### config.mk
export PLATFORM = sky130hd
export DESIGN_NAME = vga_sync_rx_flat
export DESIGN_NICKNAME = d
export VERILOG_FILES = /design/src/rtl/vga_sync_rx_if.sv /design/src/rtl/vga_sync_rx.sv /design/src/flat_wrapper.sv
export SDC_FILE = /design/constraint.sdc
export NUM_CORES = 1
export LEC_CHECK = 0
export BUFFER_PORTS_ARGS = -buffer_cell sky130_fd_sc_hd__buf_2
export CORE_ASPECT_RATIO = 2
export CORE_MARGIN = 4
export CORE_UTILIZATION = 45
export DETAILED_ROUTE_END_ITERATION = 8
export PLACE_DENSITY = 0.63
export SETUP_SLACK_MARGIN = 0.4
export SLEW_MARGIN = 15
export SYNTH_ARGS = -nofsm -noshare
export SYNTH_HDL_FRONTEND = slang
export SYNTH_SLANG_ARGS = --single-unit
### constraint.sdc
create_clock -name clk -period 2.33 [get_ports clk]
set_input_delay 0.466 -clock clk [delete_from_list [all_inputs] [get_ports clk]]
set_output_delay 0.466 -clock clk [all_outputs]
set_load 0.1 [all_outputs]
### src/rtl/vga_sync_rx_if.sv
// rtl/vga_sync_rx_if.sv - VGA sync receiver signal bundle
// Ports (signals carried by the bundle):
//   hsync_n, vsync_n  : active-low sync inputs from the sync source
//   rx_x, rx_y        : recovered column / row inside the active window
//   rx_active         : locked and inside the active window
//   locked            : lock state machine is in LOCKED
//   line_start        : one-clock pulse on hsync fall while locked
//   frame_start       : one-clock pulse on vsync fall while locked
//   sync_err          : one-clock pulse on any timing violation
// master drives the syncs and observes results; slave is the receiver.
interface vga_sync_rx_if;
  logic       hsync_n;
  logic       vsync_n;
  logic [9:0] rx_x;
  logic [9:0] rx_y;
  logic       rx_active;
  logic       locked;
  logic       line_start;
  logic       frame_start;
  logic       sync_err;

  modport master (
    output hsync_n, vsync_n,
    input  rx_x, rx_y, rx_active, locked, line_start, frame_start, sync_err
  );

  modport slave (
    input  hsync_n, vsync_n,
    output rx_x, rx_y, rx_active, locked, line_start, frame_start, sync_err
  );
endinterface

### src/rtl/vga_sync_rx.sv
// rtl/vga_sync_rx.sv - VGA sync decoder: timing check, lock, pixel coordinate recovery
// Ports:
//   clk   : pixel clock
//   reset : synchronous reset, active-high
//   bus   : vga_sync_rx_if.slave (hsync_n/vsync_n in; rx_x, rx_y, rx_active,
//           locked, line_start, frame_start, sync_err out, all registered)
module vga_sync_rx #(
  parameter int H_SYNC      = 96,
  parameter int H_BACK      = 48,
  parameter int H_ACTIVE    = 640,
  parameter int H_TOTAL     = 800,
  parameter int V_SYNC      = 2,
  parameter int V_BACK      = 32,
  parameter int V_ACTIVE    = 480,
  parameter int V_TOTAL     = 525,
  parameter int LOCK_FRAMES = 2
) (
  input  logic         clk,
  input  logic         reset,
  vga_sync_rx_if.slave bus
);

  typedef enum logic [1:0] {SEARCH, VERIFY, LOCKED} state_t;

  localparam logic [9:0] H_LAST    = 10'(H_TOTAL - 1);
  localparam logic [9:0] H_SYNC_M1 = 10'(H_SYNC - 1);
  localparam logic [9:0] V_LAST    = 10'(V_TOTAL);
  localparam logic [9:0] V_SYNC_L  = 10'(V_SYNC);
  localparam logic [9:0] H_START   = 10'(H_SYNC + H_BACK);
  localparam logic [9:0] H_END     = 10'(H_SYNC + H_BACK + H_ACTIVE);
  localparam logic [9:0] V_START   = 10'(V_SYNC + V_BACK + 1);
  localparam logic [9:0] V_END     = 10'(V_SYNC + V_BACK + V_ACTIVE);
  localparam logic [3:0] LOCK_M1   = 4'(LOCK_FRAMES - 1);
  localparam logic [9:0] CNT_MAX   = 10'h3ff;

  logic       hs_r, hs_r2, vs_r, vs_r2;
  logic [9:0] hcnt, vcnt;
  logic       h_seen, v_seen, frame_bad;
  logic [3:0] good_cnt;
  state_t     state;

  logic [9:0] rx_x_q, rx_y_q;
  logic       rx_active_q, locked_q, line_start_q, frame_start_q, sync_err_q;

  logic hs_fall, hs_rise, vs_fall, vs_rise;
  logic e1, e2, e3, e4, e5, err;
  logic frame_good, lock_next, h_in, v_in;

  assign hs_fall = hs_r2 & ~hs_r;
  assign hs_rise = ~hs_r2 & hs_r;
  assign vs_fall = vs_r2 & ~vs_r;
  assign vs_rise = ~vs_r2 & vs_r;

  // Period checks use the counter value before this cycle's update.
  assign e1  = hs_fall & h_seen & (hcnt != H_LAST);
  assign e2  = hs_rise & (hcnt != H_SYNC_M1);
  assign e3  = vs_fall & v_seen & (vcnt != V_LAST);
  assign e4  = vs_rise & (vcnt != V_SYNC_L);
  // hcnt is about to reach saturation: hsync has gone missing.
  assign e5  = ~hs_fall & (hcnt == 10'd1022);
  assign err = e1 | e2 | e3 | e4 | e5;

  assign frame_good = ~frame_bad & ~e3;

  // Lock status the FSM will hold after this edge; gating the registered
  // outputs with it makes them drop in the same cycle sync_err asserts.
  assign lock_next = ~err & ((state == LOCKED) |
                     ((state == VERIFY) & vs_fall & frame_good & (good_cnt == LOCK_M1)));

  assign h_in = (hcnt >= H_START) && (hcnt < H_END);
  assign v_in = (vcnt >= V_START) && (vcnt <= V_END);

  always_ff @(posedge clk) begin
    if (reset) begin
      hs_r      <= 1'b1;
      hs_r2     <= 1'b1;
      vs_r      <= 1'b1;
      vs_r2     <= 1'b1;
      hcnt      <= '0;
      vcnt      <= '0;
      h_seen    <= 1'b0;
      v_seen    <= 1'b0;
      frame_bad <= 1'b0;
    end else begin
      hs_r  <= bus.hsync_n;
      hs_r2 <= hs_r;
      vs_r  <= bus.vsync_n;
      vs_r2 <= vs_r;

      if (hs_fall)
        hcnt <= '0;
      else if (hcnt != CNT_MAX)
        hcnt <= hcnt + 10'd1;

      // vsync normally falls together with hsync, so the first sync line is 1.
      if (vs_fall)
        vcnt <= hs_fall ? 10'd1 : 10'd0;
      else if (hs_fall && vcnt != CNT_MAX)
        vcnt <= vcnt + 10'd1;

      if (e5)
        h_seen <= 1'b0;
      else if (hs_fall)
        h_seen <= 1'b1;

      if (e5)
        v_seen <= 1'b0;
      else if (vs_fall)
        v_seen <= 1'b1;

      frame_bad <= vs_fall ? 1'b0 : (frame_bad | err);
    end
  end

  // Lock state machine.
  always_ff @(posedge clk) begin
    if (reset) begin
      state    <= SEARCH;
      good_cnt <= '0;
      locked_q <= 1'b0;
    end else begin
      locked_q <= lock_next;
      case (state)
        SEARCH: begin
          if (vs_fall) begin
            state    <= VERIFY;
            good_cnt <= '0;
          end
        end
        VERIFY: begin
          if (err) begin
            state <= SEARCH;
          end else if (vs_fall && frame_good) begin
            good_cnt <= good_cnt + 4'd1;
            if (good_cnt == LOCK_M1)
              state <= LOCKED;
          end
        end
        LOCKED: begin
          if (err)
            state <= SEARCH;
        end
        default: state <= SEARCH;
      endcase
    end
  end

  // Registered outputs, one clock behind the counters.
  always_ff @(posedge clk) begin
    if (reset) begin
      rx_x_q        <= '0;
      rx_y_q        <= '0;
      rx_active_q   <= 1'b0;
      line_start_q  <= 1'b0;
      frame_start_q <= 1'b0;
      sync_err_q    <= 1'b0;
    end else begin
      rx_x_q        <= h_in ? (hcnt - H_START) : 10'd0;
      rx_y_q        <= v_in ? (vcnt - V_START) : 10'd0;
      rx_active_q   <= lock_next & h_in & v_in;
      line_start_q  <= hs_fall & lock_next;
      frame_start_q <= vs_fall & lock_next;
      sync_err_q    <= err;
    end
  end

  assign bus.rx_x        = rx_x_q;
  assign bus.rx_y        = rx_y_q;
  assign bus.rx_active   = rx_active_q;
  assign bus.locked      = locked_q;
  assign bus.line_start  = line_start_q;
  assign bus.frame_start = frame_start_q;
  assign bus.sync_err    = sync_err_q;

endmodule
### src/flat_wrapper.sv
// flat-port wrapper written by rule: the top's interface ports become plain ports
module vga_sync_rx_flat 
#(
  parameter int H_SYNC      = 96,
  parameter int H_BACK      = 48,
  parameter int H_ACTIVE    = 640,
  parameter int H_TOTAL     = 800,
  parameter int V_SYNC      = 2,
  parameter int V_BACK      = 32,
  parameter int V_ACTIVE    = 480,
  parameter int V_TOTAL     = 525,
  parameter int LOCK_FRAMES = 2
)
  (clk, reset, bus_hsync_n, bus_vsync_n, bus_rx_x, bus_rx_y, bus_rx_active, bus_locked, bus_line_start, bus_frame_start, bus_sync_err);
  vga_sync_rx_if bus_i ();
  input  logic clk;
  input  logic reset;
  input wire logic [$bits(bus_i.hsync_n)-1:0] bus_hsync_n;
  input wire logic [$bits(bus_i.vsync_n)-1:0] bus_vsync_n;
  output wire logic [$bits(bus_i.rx_x)-1:0] bus_rx_x;
  output wire logic [$bits(bus_i.rx_y)-1:0] bus_rx_y;
  output wire logic [$bits(bus_i.rx_active)-1:0] bus_rx_active;
  output wire logic [$bits(bus_i.locked)-1:0] bus_locked;
  output wire logic [$bits(bus_i.line_start)-1:0] bus_line_start;
  output wire logic [$bits(bus_i.frame_start)-1:0] bus_frame_start;
  output wire logic [$bits(bus_i.sync_err)-1:0] bus_sync_err;
  assign bus_i.hsync_n = bus_hsync_n;
  assign bus_i.vsync_n = bus_vsync_n;
  assign bus_rx_x = bus_i.rx_x;
  assign bus_rx_y = bus_i.rx_y;
  assign bus_rx_active = bus_i.rx_active;
  assign bus_locked = bus_i.locked;
  assign bus_line_start = bus_i.line_start;
  assign bus_frame_start = bus_i.frame_start;
  assign bus_sync_err = bus_i.sync_err;
  vga_sync_rx #(.H_SYNC(H_SYNC), .H_BACK(H_BACK), .H_ACTIVE(H_ACTIVE), .H_TOTAL(H_TOTAL), .V_SYNC(V_SYNC), .V_BACK(V_BACK), .V_ACTIVE(V_ACTIVE), .V_TOTAL(V_TOTAL), .LOCK_FRAMES(LOCK_FRAMES)) u_core (.clk(clk), .reset(reset), .bus(bus_i));
endmodule
==> results.cfg, run 1 <==
[synthesis]
synth_area_leader_cell = dfxtp_1
yosysUniqueCellTypes = 51
yosys_warnings = 0
synthTopCellsByArea = dfxtp_1, nor2_1, xnor2_1
ys_seq_area_frac = 0.438
syn_nets = 321
synth_top_area_share = 0.438
synth_common_cells = dfxtp_1, nor2_1, nand2_1
ys_ff_latch = 58
syn_inst = 306
ys.flop_type = dfxtp_1
synth_area_um2 = 2650
yosys.cell_count.top_type = dfxtp_1
synth_edf_count = 0
avgSynthCellArea_um2 = 8.66
async_flop_share = 0

[worst_setup_path]
critPathKind = reg -> reg
crit_buf_inv = 1
path_cells = or4_4 -> o311a_4 -> nor4_4 -> buf_6 -> a311o_1 -> o221ai_1
slowest_delay_ns = 0.54
critical_path_arrival_ns = 2.25
rrSetupSlack_ns = 0.28
cp_top_family = simple AND/OR/NAND/NOR gates
critPathMaxFanout = 5
cp_num_cells = 6
cp-startpoint = u_core.vcnt[6]$_SDFFE_PP0P_
crit_path_end_kind = register
worstReg2RegStart = u_core.vcnt[6]$_SDFFE_PP0P_
r2r_cells = 6
cp_slowest_cell = or4_4
reg2reg_to = u_core.good_cnt[2]$_SDFFE_PP0P_
required_ns = 2.53
critPathCapture = u_core.good_cnt[2]$_SDFFE_PP0P_
cp-start-kind = register

[final_layout]
drive_gt1_frac = 0.267
postLayoutCoreUtil = 0.588
areaGrowthSynthToFinish_pct = 26.8
final_area_um2 = 3360
num_antenna_cells = 0
final_nets = 363

[sta]
clock_skew_ns = 0.00788
fmax_ghz = 0.489
timing_hold_violations_final = 0
setup_tns_ns = 0
worstMarginPinSlew_ns = 0.560
rsz0062_at_grt = yes
slew_violations = 0
period_share = 0.878
setup_viol_count_final = 0
fin_hold_ws_ns = 0.319
slew_headroom = 0.626
period_needed_ns = 2.05

[global_routing]
grt_max_degree = 21
grt_pass1_wl_mm = 9.96
gr-total-overflow = 0
grt_antenna_before_repair = 0
grt_usage = 0.176
grt_pass1_vias = 2161

[die]
die_w_um = 62.3
fp.dieH_um = 117
pin_count = 29
core_um2 = 5710
num_rows = 39
initial_core_util = 0.464
fp.dieArea_um2 = 7260

[worst_hold_path]
hold_path.startpoint = bus_vsync_n
hp-class = in -> reg
holdPathStages = 2

[cts]
clock-sinks = 58
cts_buffer_depth = 2
htree_levels = 3
cts_buffers = 9
cts_tree = built
cts.clk_slew.worst_paths_ns = 0.05
clock-root-buffer = clkbuf_16
clock_latency_ns = 0.33

[power_and_ir_drop]
peakVddDrop_uv = 925
finalPower_w = 0.00248
powerDensity_nw_per_um2 = 738
leakagePower_nw = 1.38

[routing]
vias_per_cell = 5.45
wirelength_mm = 5.96
firstDrtPassIters = 4
final_antenna_net_count = 0
drc = 0
dr.first_iter.drc_count = 94
vias = 2250
post_drt_wl_per_cell_um = 14.4

[job]
cap_viol_max_count = 0

[placement]
dp_hpwl_mm = 4.45
portBuffers = 28
gp_congestion = 0.898
dpl_cell_area_um2 = 2940

[run_status]
status = finished, final reports clean
-- where the power goes --
group / internal [W] / switching, W / total, W
sequential: 0.00101 / 0.0000170 / 0.00103
clock: 0.000904 / 0.000422 / 0.00133
combinational: 0.0000494 / 0.0000758 / 0.000125
-- registers in the layout, indices dropped and copies added, names as in the netlist, 2 cells and up --
register,cells
u_core.bus.rx_y,10
u_core.hcnt,10
u_core.bus.rx_x,10
u_core.good_cnt,4
u_core.vcnt,10
u_core.state,2
-- logic make-up (layout without fill, tap and decap cells) --
logic type	count (synthesis)	count (layout)	share of synthesized area
adders and majority gates	11	11	0.0519
buffers and inverters	31	77	0.0467
AOI/OAI and AO/OA	37	37	0.102
muxes	3	3	0.0113
DFF	58	58	0.438
and+or+nand+nor	145	145	0.280
xor gates and xnor gates	21	21	0.0694
-- placed cells by master (no fill, tap or decap), drive strengths merged, types with 5 or more instances in the layout --
master / synthesis / layout
o21ai: 5 / 5
nor2b: 5 / 5
nor4: 9 / 9
a31oi: 6 / 6
or2: 5 / 5
nor2: 48 / 48
dfxtp: 58 / 58
ha: 11 / 11
xnor2: 18 / 18
nand2b: 8 / 8
nand2: 25 / 25
and3: 5 / 5
a21oi: 9 / 9
nand4: 5 / 5
buf: 2 / 48
nor3: 15 / 15
clkbuf: 15 / 13
nand3: 9 / 9
inv: 14 / 14
-- metrics by stage --
stage               worst slack, ns  std cells
finish                        0.283        413
global route                  0.182        413
CTS                           0.270        409
floorplan                     0.104        306
global placement             0.0962        391
detailed placement           0.0847        391
-- final cells by class --
cell class	instances	area, µm²
Timing Repair Buffer	48	307
Sequential cell	58	1170
Fill cell	511	2350
Clock inverter	2	35.0
Clock buffer	13	270
Multi-Input combinational cell	217	1450
Tap cell	61	76.3
Inverter	14	52.6
-- per-layer routing --
layer  track usage  wire, µm  vias to the layer above
met4         0.106       200                        0
met1         0.154      2160                     1063
met3        0.0452       206                       14
met2         0.349      3390                       42
li1              -         -                     1131
met5             0         0                        -
-- timing repair --
action                                 CTS  global route
hold buffers                             0             0
buffers inserted                         3             4
pin swaps                                5             6
endpoints found under the hold margin    0             0
setup endpoints to repair               13            25
gates resized for setup                  3            10
-- how the worst min path moves through the flow --
stage                                  endpoint  slack (ns)
floorplan            u_core.h_seen$_SDFFE_PP0N_        0.44
global placement     u_core.h_seen$_SDFFE_PP0N_        0.46
detailed placement  u_core.frame_bad$_SDFF_PP0_        0.47
CTS                      u_core.vs_r$_SDFF_PP1_        0.31
global route             u_core.vs_r$_SDFF_PP1_        0.32
finish                   u_core.vs_r$_SDFF_PP1_        0.32
-- worst register-to-register path, cell delays in order, from the launching register on --
cell	delay (ns)
dfxtp_1	0.31
or4_4	0.54
o311a_4	0.34
nor4_4	0.26
buf_6	0.16
a311o_1	0.21
o221ai_1	0.11
Note: power is estimated with default switching activity, not from simulation.
==> run 2: changes to the inputs <==
--- a/config.mk
+++ b/config.mk
@@ -5,12 +5,13 @@
 export SDC_FILE = /design/constraint.sdc
 export NUM_CORES = 1
 export LEC_CHECK = 0
+export ABC_AREA = 1
 export BUFFER_PORTS_ARGS = -buffer_cell sky130_fd_sc_hd__buf_2
 export CORE_ASPECT_RATIO = 2
 export CORE_MARGIN = 4
 export CORE_UTILIZATION = 45
 export DETAILED_ROUTE_END_ITERATION = 8
-export PLACE_DENSITY = 0.63
+export PLACE_DENSITY = 0.74
 export SETUP_SLACK_MARGIN = 0.4
 export SLEW_MARGIN = 15
 export SYNTH_ARGS = -nofsm -noshare
==> run 2 against run 1 <==
Compared with the run above:
- critical path depth rose by 3
- design area fell by 3.7%
- sequential share of layout area rose by 1.0 points
- critical path type unchanged
==> results.cfg, run 2 <==
[synthesis]
synth_common_cells = nand2_1, dfxtp_1, nor2_1
avgSynthCellArea_um2 = 7.20
ys_seq_area_frac = 0.419
synth_top_area_share = 0.419
ys.flop_type = dfxtp_1
yosysUniqueCellTypes = 28
yosys.cell_count.top_type = nand2_1
synth_edf_count = 0
async_flop_share = 0
synth_area_leader_cell = dfxtp_1
yosys_warnings = 0
synth_area_um2 = 2770
ys_ff_latch = 58
synthTopCellsByArea = dfxtp_1, nand2_1, nor2_1
syn_nets = 400
syn_inst = 385

[routing]
vias_per_cell = 5.32
wirelength_mm = 6.86
firstDrtPassIters = 4
post_drt_wl_per_cell_um = 14.3
vias = 2560
final_antenna_net_count = 0
dr.first_iter.drc_count = 128
drc = 0

[sta]
period_share = 0.769
setup_viol_count_final = 0
clock_skew_ns = 0.00723
setup_tns_ns = 0
slew_headroom = 0.675
slew_violations = 0
fmax_ghz = 0.558
timing_hold_violations_final = 0
rsz0062_at_grt = no
worstMarginPinSlew_ns = 0.490
period_needed_ns = 1.79
fin_hold_ws_ns = 0.323

[die]
fp.dieArea_um2 = 7550
pin_count = 29
num_rows = 40
core_um2 = 6010
fp.dieH_um = 119
die_w_um = 63.5
initial_core_util = 0.461

[power_and_ir_drop]
leakagePower_nw = 1.53
peakVddDrop_uv = 531
powerDensity_nw_per_um2 = 723

[final_layout]
layout_commonest_cell = nand2_1
layout_common_cells = nand2_1, nor2_1, dfxtp_1
num_antenna_cells = 0
final_nets = 431
areaGrowthSynthToFinish_pct = 16.7
drive_gt1_frac = 0.175
n_fill_cell = 588
postLayoutCoreUtil = 0.539
final_area_um2 = 3230
instances_no_fill = 481

[cts]
cts_buffer_depth = 2
cts.clk_slew.worst_paths_ns = 0.05
clock-sinks = 58
clock-root-buffer = clkbuf_16
cts_buffers = 9
cts_tree = built
hold_buffers = 0
htree_levels = 3
clock_latency_ns = 0.33

[worst_setup_path]
worstReg2RegStart = u_core.vcnt[0]$_SDFFE_PP0P_
crit_path_end_kind = register
critPathMaxFanout = 11
cp-start-kind = register
critPathKind = reg -> reg
critical_path_arrival_ns = 2.03
required_ns = 2.57
cp-startpoint = u_core.vcnt[0]$_SDFFE_PP0P_

[global_routing]
grt_usage = 0.200
grt_max_degree = 18
gr-total-overflow = 0
grt_pass1_wl_mm = 11.7
grt_antenna_before_repair = 0
grt_pass1_vias = 2687

[placement]
dpl_cell_area_um2 = 2930
numPlacedInstances = 468
dp_hpwl_mm = 5.22
portBuffers = 28
gp_congestion = 1.01

[job]
cap_viol_max_count = 0

[worst_hold_path]
hp-class = in -> reg
hold_path.startpoint = bus_hsync_n

[run_status]
status = finished, final reports clean
run 2: cell families after synthesis:
| logic type | count (synthesis) | share of synthesized area |
|---|---|---|
| adders and majority gates | 11 | 0.0497 |
| xor gates and xnor gates | 10 | 0.0316 |
| and+or+nand+nor | 189 | 0.302 |
| DFF | 58 | 0.419 |
| AOI/OAI and AO/OA | 51 | 0.0971 |
| buffers and inverters | 66 | 0.100 |
run 2: power breakdown:
| group | total, W | internal (W) | switching [W] |
|---|---|---|---|
| sequential | 0.00104 | 0.00102 | 0.0000213 |
| combinational | 0.000141 | 0.0000435 | 0.0000976 |
| clock | 0.00116 | 0.000756 | 0.000405 |
run 2: final cells by class:
cell class	instances	area, µm²	area share
flip-flops and latches	58	1160	0.360
repair buffers	29	148	0.0456
well taps	63	78.8	0.0244
multi-input cells	261	1370	0.424
clock buffers	13	260	0.0805
inverters	57	214	0.0662
run 2: worst paths after layout:
check,cells after the start,to,slack (ns)
min,2,u_core.hs_r$_SDFF_PP1_,0.32
max reg2reg,9,u_core.vcnt[9]$_SDFFE_PP0P_,0.54
min reg2reg,2,u_core.h_seen$_SDFFE_PP0N_,0.45
max,9,u_core.vcnt[9]$_SDFFE_PP0P_,0.54
run 2: layer usage:
layer / global-route usage / wire length (µm) / up-vias / part of all wire
met5: 0 / 0 / - / 0
met2: 0.367 / 3760 / 79 / 0.55
li1: - / - / 1278 / -
met3: 0.0623 / 315 / 46 / 0.046
met4: 0.173 / 532 / 0 / 0.078
met1: 0.163 / 2250 / 1157 / 0.33
run 2: metrics by stage:
step           total power, W  setup slack [ns]
2_1_floorplan         0.00115             0.830
3_3_place_gp          0.00118             0.514
3_5_place_dp          0.00119             0.454
4_1_cts               0.00237             0.434
5_1_grt               0.00243             0.402
6_report              0.00234             0.537
run 2: timing repair:
action	in CTS	in global routing
resized for setup	0	10
buffers inserted	0	0
setup endpoints to repair	0	28
run 2: worst max-delay path, cell delays in order (launching register included):
cell and delay [ns]:
dfxtp_2 0.43, ha_1 0.28, inv_1 0.08, nor2_1 0.14, nand4_1 0.11, nand2_1 0.13
inv_2 0.10, nor2_2 0.16, nand2_1 0.08, a21oi_1 0.20
